==> src/rtl/cla_accum_pkg.sv <==
// Shared types and constants for the streaming CLA accumulator.
package cla_accum_pkg;

  localparam int ACC_W = 32;
  localparam logic [ACC_W-1:0] ACC_MAX = 32'hFFFFFFFF;

  typedef enum logic [1:0] {
    IDLE  = 2'd0,
    ACCUM = 2'd1,
    DONE  = 2'd2
  } state_e;

endpackage

==> src/rtl/CLA32Bit.sv <==
// 32-bit carry-lookahead adder: eight 4-bit lookahead groups whose group
// carries chain from one group to the next.
module CLA32Bit (
  input  logic [31:0] A,
  input  logic [31:0] B,
  input  logic        Cin,
  output logic [31:0] S,
  output logic        Cout
);

  logic [31:0] g;
  logic [31:0] p;
  logic [32:0] c;

  genvar gi;
  generate
    for (gi = 0; gi < 32; gi++) begin : gen_gp
      assign g[gi] = A[gi] & B[gi];
      assign p[gi] = A[gi] ^ B[gi];
    end
  endgenerate

  // Within each group every carry is expanded from the group carry-in only.
  always_comb begin
    c    = '0;
    c[0] = Cin;
    for (int k = 0; k < 8; k++) begin
      c[4*k+1] = g[4*k] | (p[4*k] & c[4*k]);
      c[4*k+2] = g[4*k+1] | (p[4*k+1] & g[4*k])
               | (p[4*k+1] & p[4*k] & c[4*k]);
      c[4*k+3] = g[4*k+2] | (p[4*k+2] & g[4*k+1])
               | (p[4*k+2] & p[4*k+1] & g[4*k])
               | (p[4*k+2] & p[4*k+1] & p[4*k] & c[4*k]);
      c[4*k+4] = g[4*k+3] | (p[4*k+3] & g[4*k+2])
               | (p[4*k+3] & p[4*k+2] & g[4*k+1])
               | (p[4*k+3] & p[4*k+2] & p[4*k+1] & g[4*k])
               | (p[4*k+3] & p[4*k+2] & p[4*k+1] & p[4*k] & c[4*k]);
    end
  end

  assign S    = p ^ c[31:0];
  assign Cout = c[32];

endmodule

==> src/rtl/cla_stream_accum.sv <==
// Streaming accumulator around CLA32Bit: loads an initial value, adds a burst
// of input words, counts carry-outs and offers the total on a valid/ready port.
// Optional build macro CLA_ACCUM_SAT_EN clamps the total at all-ones on carry.
module cla_stream_accum
  import cla_accum_pkg::*;
#(
  parameter int LEN_W = 8
) (
  input  logic             clk,
  input  logic             rst_n,
  input  logic             start,
  input  logic [LEN_W-1:0] len,
  input  logic [ACC_W-1:0] init,
  input  logic             in_valid,
  output logic             in_ready,
  input  logic [ACC_W-1:0] in_data,
  output logic             out_valid,
  input  logic             out_ready,
  output logic [ACC_W-1:0] sum,
  output logic [LEN_W-1:0] carry_cnt,
  output logic             busy
);

  localparam logic [LEN_W-1:0] LEN_ONE = LEN_W'(1);
  localparam logic [LEN_W-1:0] CNT_MAX = '1;

  state_e           state_q, state_d;
  logic [ACC_W-1:0] acc_q, acc_d;
  logic [LEN_W-1:0] remaining_q, remaining_d;
  logic [LEN_W-1:0] carry_cnt_q, carry_cnt_d;
  logic [ACC_W-1:0] add_s;
  logic             add_cout;

  CLA32Bit u_cla (
    .A    (acc_q),
    .B    (in_data),
    .Cin  (1'b0),
    .S    (add_s),
    .Cout (add_cout)
  );

  // Handshake outputs come from the state register only.
  assign in_ready  = (state_q == ACCUM);
  assign out_valid = (state_q == DONE);
  assign busy      = (state_q != IDLE);
  assign sum       = acc_q;
  assign carry_cnt = carry_cnt_q;

  // Next-state and datapath update for the burst sequencer.
  always_comb begin
    state_d     = state_q;
    acc_d       = acc_q;
    remaining_d = remaining_q;
    carry_cnt_d = carry_cnt_q;
    case (state_q)
      IDLE: begin
        if (start) begin
          acc_d       = init;
          remaining_d = len;
          carry_cnt_d = '0;
          state_d     = (len == '0) ? DONE : ACCUM;
        end
      end
      ACCUM: begin
        if (in_valid) begin
`ifdef CLA_ACCUM_SAT_EN
          acc_d = add_cout ? ACC_MAX : add_s;
`else
          acc_d = add_s;
`endif
          if (add_cout && (carry_cnt_q != CNT_MAX)) begin
            carry_cnt_d = carry_cnt_q + LEN_ONE;
          end
          remaining_d = remaining_q - LEN_ONE;
          if (remaining_q == LEN_ONE) begin
            state_d = DONE;
          end
        end
      end
      DONE: begin
        if (out_ready) begin
          state_d = IDLE;
        end
      end
      default: state_d = IDLE;
    endcase
  end

  // State and datapath registers with synchronous active-low reset.
  always_ff @(posedge clk) begin
    if (!rst_n) begin
      state_q     <= IDLE;
      acc_q       <= '0;
      remaining_q <= '0;
      carry_cnt_q <= '0;
    end else begin
      state_q     <= state_d;
      acc_q       <= acc_d;
      remaining_q <= remaining_d;
      carry_cnt_q <= carry_cnt_d;
    end
  end

endmodule
==> config.mk <==
export PLATFORM = sky130hd
export DESIGN_NAME = cla_stream_accum
export DESIGN_NICKNAME = d
export VERILOG_FILES = /design/src/rtl/cla_accum_pkg.sv /design/src/rtl/CLA32Bit.sv /design/src/rtl/cla_stream_accum.sv
export SDC_FILE = /design/constraint.sdc
export NUM_CORES = 1
export LEC_CHECK = 0
export ABC_AREA = 0
export BUFFER_PORTS_ARGS = -buffer_cell sky130_fd_sc_hd__buf_2
export CAP_MARGIN = 25
export CORE_ASPECT_RATIO = 1.1
export CORE_MARGIN = 5
export CORE_UTILIZATION = 56
export CTS_CLUSTER_DIAMETER = 80
export CTS_CLUSTER_SIZE = 8
export DETAILED_ROUTE_END_ITERATION = 6
export PLACE_DENSITY_LB_ADDON = 0.1
export SLEW_MARGIN = 40
export SYNTH_ARGS = -nofsm -noshare
export SYNTH_HDL_FRONTEND = slang
export SYNTH_SLANG_ARGS = --single-unit
==> constraint.sdc <==
create_clock -name clk -period 4.56 [get_ports clk]
set_input_delay 0.456 -clock clk [delete_from_list [all_inputs] [get_ports clk]]
set_output_delay 0.456 -clock clk [all_outputs]
set_load 0.02 [all_outputs]
### Word-level counts from Yosys, hierarchy flattened

Cells that the tools add are included.

| storage, ports and cells | value |
|---|---|
| output and inout bits | 43 |
| bits in registers | 50 |
| logic and storage cells | 301 |
| input bits | 77 |

| operators by class | value |
|---|---|
| $add $sub $neg | 2 |
| equality and inequality tests | 9 |
| reduce and logical (&&, ||, !) cells | 8 |
| bitwise gates (word level) | 262 |
| mux-type cells | 16 |

Operators with widths:

| cell | count |
|---|---|
| $and A1 B1 Y1 | 153 |
| $or A1 B1 Y1 | 76 |
| $mux W32 | 2 |
| $pmux W32 S2 | 1 |
| $mux W8 | 5 |
| $pmux W8 S2 | 2 |
| $xor A1 B1 Y1 | 32 |
| $xor A32 B32 Y32 | 1 |
| $mux W2 | 5 |
| $add A8 B1 Y8 const B | 1 |
| $eq A8 B1 Y1 const B | 1 |
| $logic_not A8 Y1 | 1 |
| $ne A8 B8 Y1 const B | 1 |
| $reduce_and A4 Y1 | 2 |
| $sub A8 B1 Y8 const B | 1 |
| $ne A2 B1 Y1 const B | 3 |
| $pmux W2 S3 | 1 |
| $ne A2 B2 Y1 const B | 2 |
| $reduce_bool A2 Y1 | 2 |
| $reduce_and A3 Y1 | 1 |
| $eq A2 B1 Y1 const B | 1 |
| $eq A2 B2 Y1 const B | 1 |
| $logic_not A2 Y1 | 1 |
| $logic_and A1 B1 Y1 | 1 |

### Depth between registers and ports, before layout

| logic depth | value |
|---|---|
| word-level depth | 23 |
| gate-level depth with buffers | 13 |
| gate-level depth less buffers | 13 |

### Cells and area by module

Synthesis repeated with hierarchy kept, for this count alone.

| second synthesis, totals | value |
|---|---|
| cell total of the unflattened synthesis | 473 |
| area, all modules | 4,006.3 um^2 |

Modules (own cells, without submodules):

| module | sequential area each (um^2) | cells an instance | area each (um^2) | instances |
|---|---|---|---|---|
| cla_stream_accum | 1,001.0 | 322 | 2,716.4 | 1 |
| CLA32Bit | 0.0 | 151 | 1,290.0 | 1 |

### Worst setup path after synthesis

No wires, ideal clock.

| timing | value |
|---|---|
| path type | in2reg |
| start | in in_data[17] |
| end | reg acc_q[28] (netlist: sum[28]) |
| path slack | 1,794 ps |
| data required time | 4,418 ps |
| path buffers | 0 |
| setup time | 142 ps |
| stages on the path | 11 |
| arrival time | 2,624 ps |
| cell sequence | ha_1 a21oi_1 o21ai_1 a41oi_1 or3b_1 o21ai_0 nand4_1 o21ai_0 fa_1 nand2_1 a311oi_1 |

| on the way | value |
|---|---|
| cells in the longest elaborated chain, start to end | 12 |
| elaborated cells on any way between the ends | 17 |
| those cells by class | 2 x mux; 15 x bitwise |

RTL lines:

| element | RTL line | RTL |
|---|---|---|
| start, declared | cla_stream_accum.sv:16 | `input logic [ACC_W-1:0] in_data,` |
| $and A1 B1 Y1 or $xor A1 B1 Y1 (tied branches) | CLA32Bit.sv:18, CLA32Bit.sv:19 |  |
| $and A1 B1 Y1 (on tied branches) | CLA32Bit.sv:35, CLA32Bit.sv:36, CLA32Bit.sv:37 |  |
| $or A1 B1 Y1 (tied with other cells) | CLA32Bit.sv:35 | `\| (p[4*k+3] & p[4*k+2] & g[4*k+1])` |
| $or A1 B1 Y1 or $and A1 B1 Y1 (tied branches) | CLA32Bit.sv:36, CLA32Bit.sv:37 |  |
| $or A1 B1 Y1 * | CLA32Bit.sv:37 | `\| (p[4*k+3] & p[4*k+2] & p[4*k+1] & p[4*k] & c[4*k]);` |
| $and A1 B1 Y1 * | CLA32Bit.sv:37 |  |
| $or A1 B1 Y1 * | CLA32Bit.sv:37 |  |
| $and A1 B1 Y1 * | CLA32Bit.sv:37 |  |
| $or A1 B1 Y1 * | CLA32Bit.sv:37 |  |
| $xor A32 B32 Y32 * | CLA32Bit.sv:41 | `assign S = p ^ c[31:0];` |
| $mux W32 * | cla_stream_accum.sv:65 | `if (in_valid) begin` |
| $pmux W32 S2 * | cla_stream_accum.sv:55 | `case (state_q)` |
| end signal, assigned | cla_stream_accum.sv:93 | `acc_q <= '0;` |
| end signal, assigned | cla_stream_accum.sv:98 | `acc_q <= acc_d;` |
| end, declared | cla_stream_accum.sv:28 | `logic [ACC_W-1:0] acc_q, acc_d;` |

Mark *: on every way between the ends. The rest lies on a longest branch, timed or not. The select of a mux whose other input is x is not followed.
A chain may end at the register's enable or synchronous reset.

### Worst setup path in the final report

| timing | value |
|---|---|
| start | reg acc_q[19] (netlist: sum[19]) |
| end | reg acc_q[28] (netlist: sum[28]) |

| on the way | value |
|---|---|
| cells in the longest elaborated chain, start to end | 13 |
| elaborated cells on any way between the ends | 20 |
| those cells by class | 2 x mux; 18 x bitwise |

RTL lines:

| element | RTL line | RTL |
|---|---|---|
| $xor A1 B1 Y1 | CLA32Bit.sv:19 | `assign p[gi] = A[gi] ^ B[gi];` |
| $and A1 B1 Y1 (on tied branches) | - |  |
| $or A1 B1 Y1 (tied with other cells) | CLA32Bit.sv:34 | `c[4*k+4] = g[4*k+3] \| (p[4*k+3] & g[4*k+2])` |
| $or A1 B1 Y1 (tied with other cells) | CLA32Bit.sv:35 |  |
| $or A1 B1 Y1 or $and A1 B1 Y1 (tied branches) | CLA32Bit.sv:36, CLA32Bit.sv:37 |  |
| $or A1 B1 Y1 * | CLA32Bit.sv:37 |  |
| $and A1 B1 Y1 * | CLA32Bit.sv:37 |  |
| $or A1 B1 Y1 * | CLA32Bit.sv:37 |  |
| $and A1 B1 Y1 * | CLA32Bit.sv:37 |  |
| $or A1 B1 Y1 * | CLA32Bit.sv:37 |  |
| $xor A32 B32 Y32 * | CLA32Bit.sv:41 |  |
| $mux W32 * | cla_stream_accum.sv:65 |  |
| $pmux W32 S2 * | cla_stream_accum.sv:55 |  |

Marked as above.

==> reports/qor.txt <==
Core Region: 6480 um^2
GRT Util Overall: 25.3%
Post-synth top flop: dfxtp_1
first-pass GRT wire length: 16900 um
gp weighted congestion: 0.866
status: complete, no violations
Critical Path Sink Type: flip-flop
number of remaining DRC errors: 0
Hold Buf Count CTS: 0
initial antenna violation count: 0
Worst-Skew Late Latency: 310 ps
layout cells sized above 1: 26.0%
cts bufs inserted: 5
# IOs: 120
worst endpoint required time: 4730 ps
Post-Syn Area per Cell: 8.12 um^2
CP max stage delay: 440 ps
CP max-delay cell: fa_1
Final setup viols: 0
crit path max fanout: 4
DR vias: 3932
leakage: 2.11 nW
WS Path Type: flip-flop to flip-flop
min Tclk post-route: 2960 ps
Post-Syn Area: 3680 um^2
ANT nets after route: 0
period utilization: 64.9%
P&R area growth vs syn: 22.5%
simple-gate share of the synthesized area: 19.3%
Post-Synth XOR/XNOR Area: 5.48%
fmax: 338 MHz
TritonRoute pass-1 iters: 5
number of synthesized flops with an enable pin: 0
placed instance area: 4360 um^2
Die Y-Extent: 95.0 um
Synth Area in Adders: 16.3%
Vias/cell: 6.11
Post-CTS Setup Repair Bufs: 0
Rows: 31
Sink Count: 50
Area contributors post-synth: dfxtp_1 (27%), ha_1 (12%), a21oi_1 (7.9%)
number of nets in the layout: 681
IO Port Bufs: 119
CTS tree: built
CTS H-tree depth: 2
die area: 8290 um^2
total of max-cap violations: 0
number of DRC markers in iteration 0: 190
PostCTS Resize Cnt: 0
clk_skew: 7.86 ps
largest net degree at the start of global routing: 33
Die X: 87.3 um
largest family of logic cells by synthesized area: compound AO/OA/AOI/OAI gates
post-route cell area: 4500 um^2
Arr. time, crit path: 3120 ps
Starting Density: 56.8%
vias in the first global route: 3785
Fin Setup TNS: 0 ps
RSZ-0062 raised after global routing: false
VDD IR max: 0.214 mV
PD cells: 397 nW/um^2
CP Launch Type: flip-flop
Synth Area in Compound Gates: 26.9%
post-synthesis cell type count: 53
Syn Nets: 573
crit path cell chain: ha_1 > nand2_1 > o21ai_1 > a41oi_1 > or3b_1 > o21ai_0 > nand4_1 > o21ai_0 > fa_1 > nand2_1 > a311oi_1
post-synth top area share: 27.2%
number of synthesis warnings: 0
Worst Hold Class: input pin to flip-flop
Cells after Synth: 453
post-synthesis mux area share: 1.36%
Reg2Reg Setup Slack: 1600 ps
Overflow after GRT: 0
final hold vios: 0
leading area contributor after synthesis: dfxtp_1
Max Slew Vio Count: 0
Worst-Margin Slew: 856 ps
Seq cells post-synth: 50
slew margin rel.: 42.7%
DR WL/cell: 16.3 um
DP Wirelength: 7670 um
FFs w/ async S/R, synth: 0%
CTS clk-pin slew, worst paths: 90 ps
sequential fraction of the synthesis area: 27.2%
Root Buffer: clkbuf_8
ANT cells: 0
total wire length: 10500 um
CTS max path bufs: 2
## final timing paths
kind	from	to	cells after the start
max	sum[19]	sum[28]	11
min reg2reg	sum[2]	sum[2]	2
min	init[0]	sum[0]	3
max reg2reg	sum[19]	sum[28]	11
## synthesized netlist by cell type (3+ instances only)
cell type	instances
o221ai_1	7
a21oi_1	58
and3_1	7
ha_1	35
o211ai_1	17
o21bai_1	3
inv_1	10
nand4_1	8
a211oi_1	8
nor4_1	3
xnor2_1	16
a21o_1	10
mux2i_1	5
o21ai_0	15
nand3_1	11
o22ai_1	4
dfxtp_1	50
o21ai_1	5
a31oi_1	3
or3_1	3
nor2_1	24
xor2_1	7
a311oi_1	9
nor3_1	5
clkbuf_1	23
fa_1	8
nand2_1	66
## cell usage in the layout, fill, tap and decap left out, drive strengths merged, types with 10 or more instances in the layout
| cell type | instances |
|---|---|
| a311oi | 10 |
| xnor2 | 16 |
| o211ai | 17 |
| a21o | 10 |
| ha | 35 |
| o21ai | 21 |
| nor2 | 25 |
| nand3 | 12 |
| dfxtp | 50 |
| inv | 10 |
| a21oi | 58 |
| nand2 | 66 |
| buf | 125 |
## routing by layer
metal	up-vias	part of all wire, %	global-route usage (%)
met2	174	49	43.4
li1	1900	-	-
met4	0	2.8	10.7
met3	32	7.2	4.89
met1	1826	41	30.6
met5	-	0	0
## logic make-up after synthesis
| family | Yosys count |
|---|---|
| adder cells (fa/ha/maj) | 43 |
| AND/OR/NAND/NOR | 146 |
| XOR/XNOR | 23 |
| buffers and inverters | 34 |
| flip-flops | 50 |
| multiplexers | 5 |
| AO/OA/AOI/OAI | 152 |
## worst max-delay path, delay by kind of cell (launching register included)
| kind | cells | cell delay (ps) |
|---|---|---|
| flops | 1 | 350 |
| fa+ha+maj | 2 | 790 |
| compound gates | 5 | 960 |
| simple gates | 4 | 730 |
## sequential cells by signal (all words and copies together) (netlist names)
signal and count:
sum 32, remaining_q 8, state_q 2, carry_cnt 8
## metrics by stage
stage | total power, mW | utilization [%] | instances | worst slack, ps | hold slack (ps)
detailed placement | 1.39 | 67.3 | 636 | 1370 | 462
global route | 1.92 | 69.5 | 644 | 1370 | 403
global placement | 1.37 | 66.9 | 635 | 1400 | 457
finish | 1.79 | 69.5 | 644 | 1600 | 406
CTS | 1.79 | 69.5 | 644 | 1610 | 403
floorplan | 1.16 | - | 453 | 1790 | 457
## layout make-up
| class | count | area (um^2) |
|---|---|---|
| fill | 557 | 1970 |
| multi-input combinational | 369 | 2560 |
| timing repair buffer | 125 | 661 |
| tap | 82 | 103 |
| sequential | 50 | 1000 |
| clock buffer | 6 | 82.6 |
| clock inverter | 2 | 60.1 |
| inverter | 10 | 37.5 |
## report_power, final
part           leakage, nW  total, mW  internal, mW  switching [mW]
Sequential           0.412      0.561         0.500          0.0608
Clock               0.0714      0.392         0.234           0.158
Combinational         1.63      0.835         0.338           0.497
No activity file was read; power rests on OpenSTA's default activity.
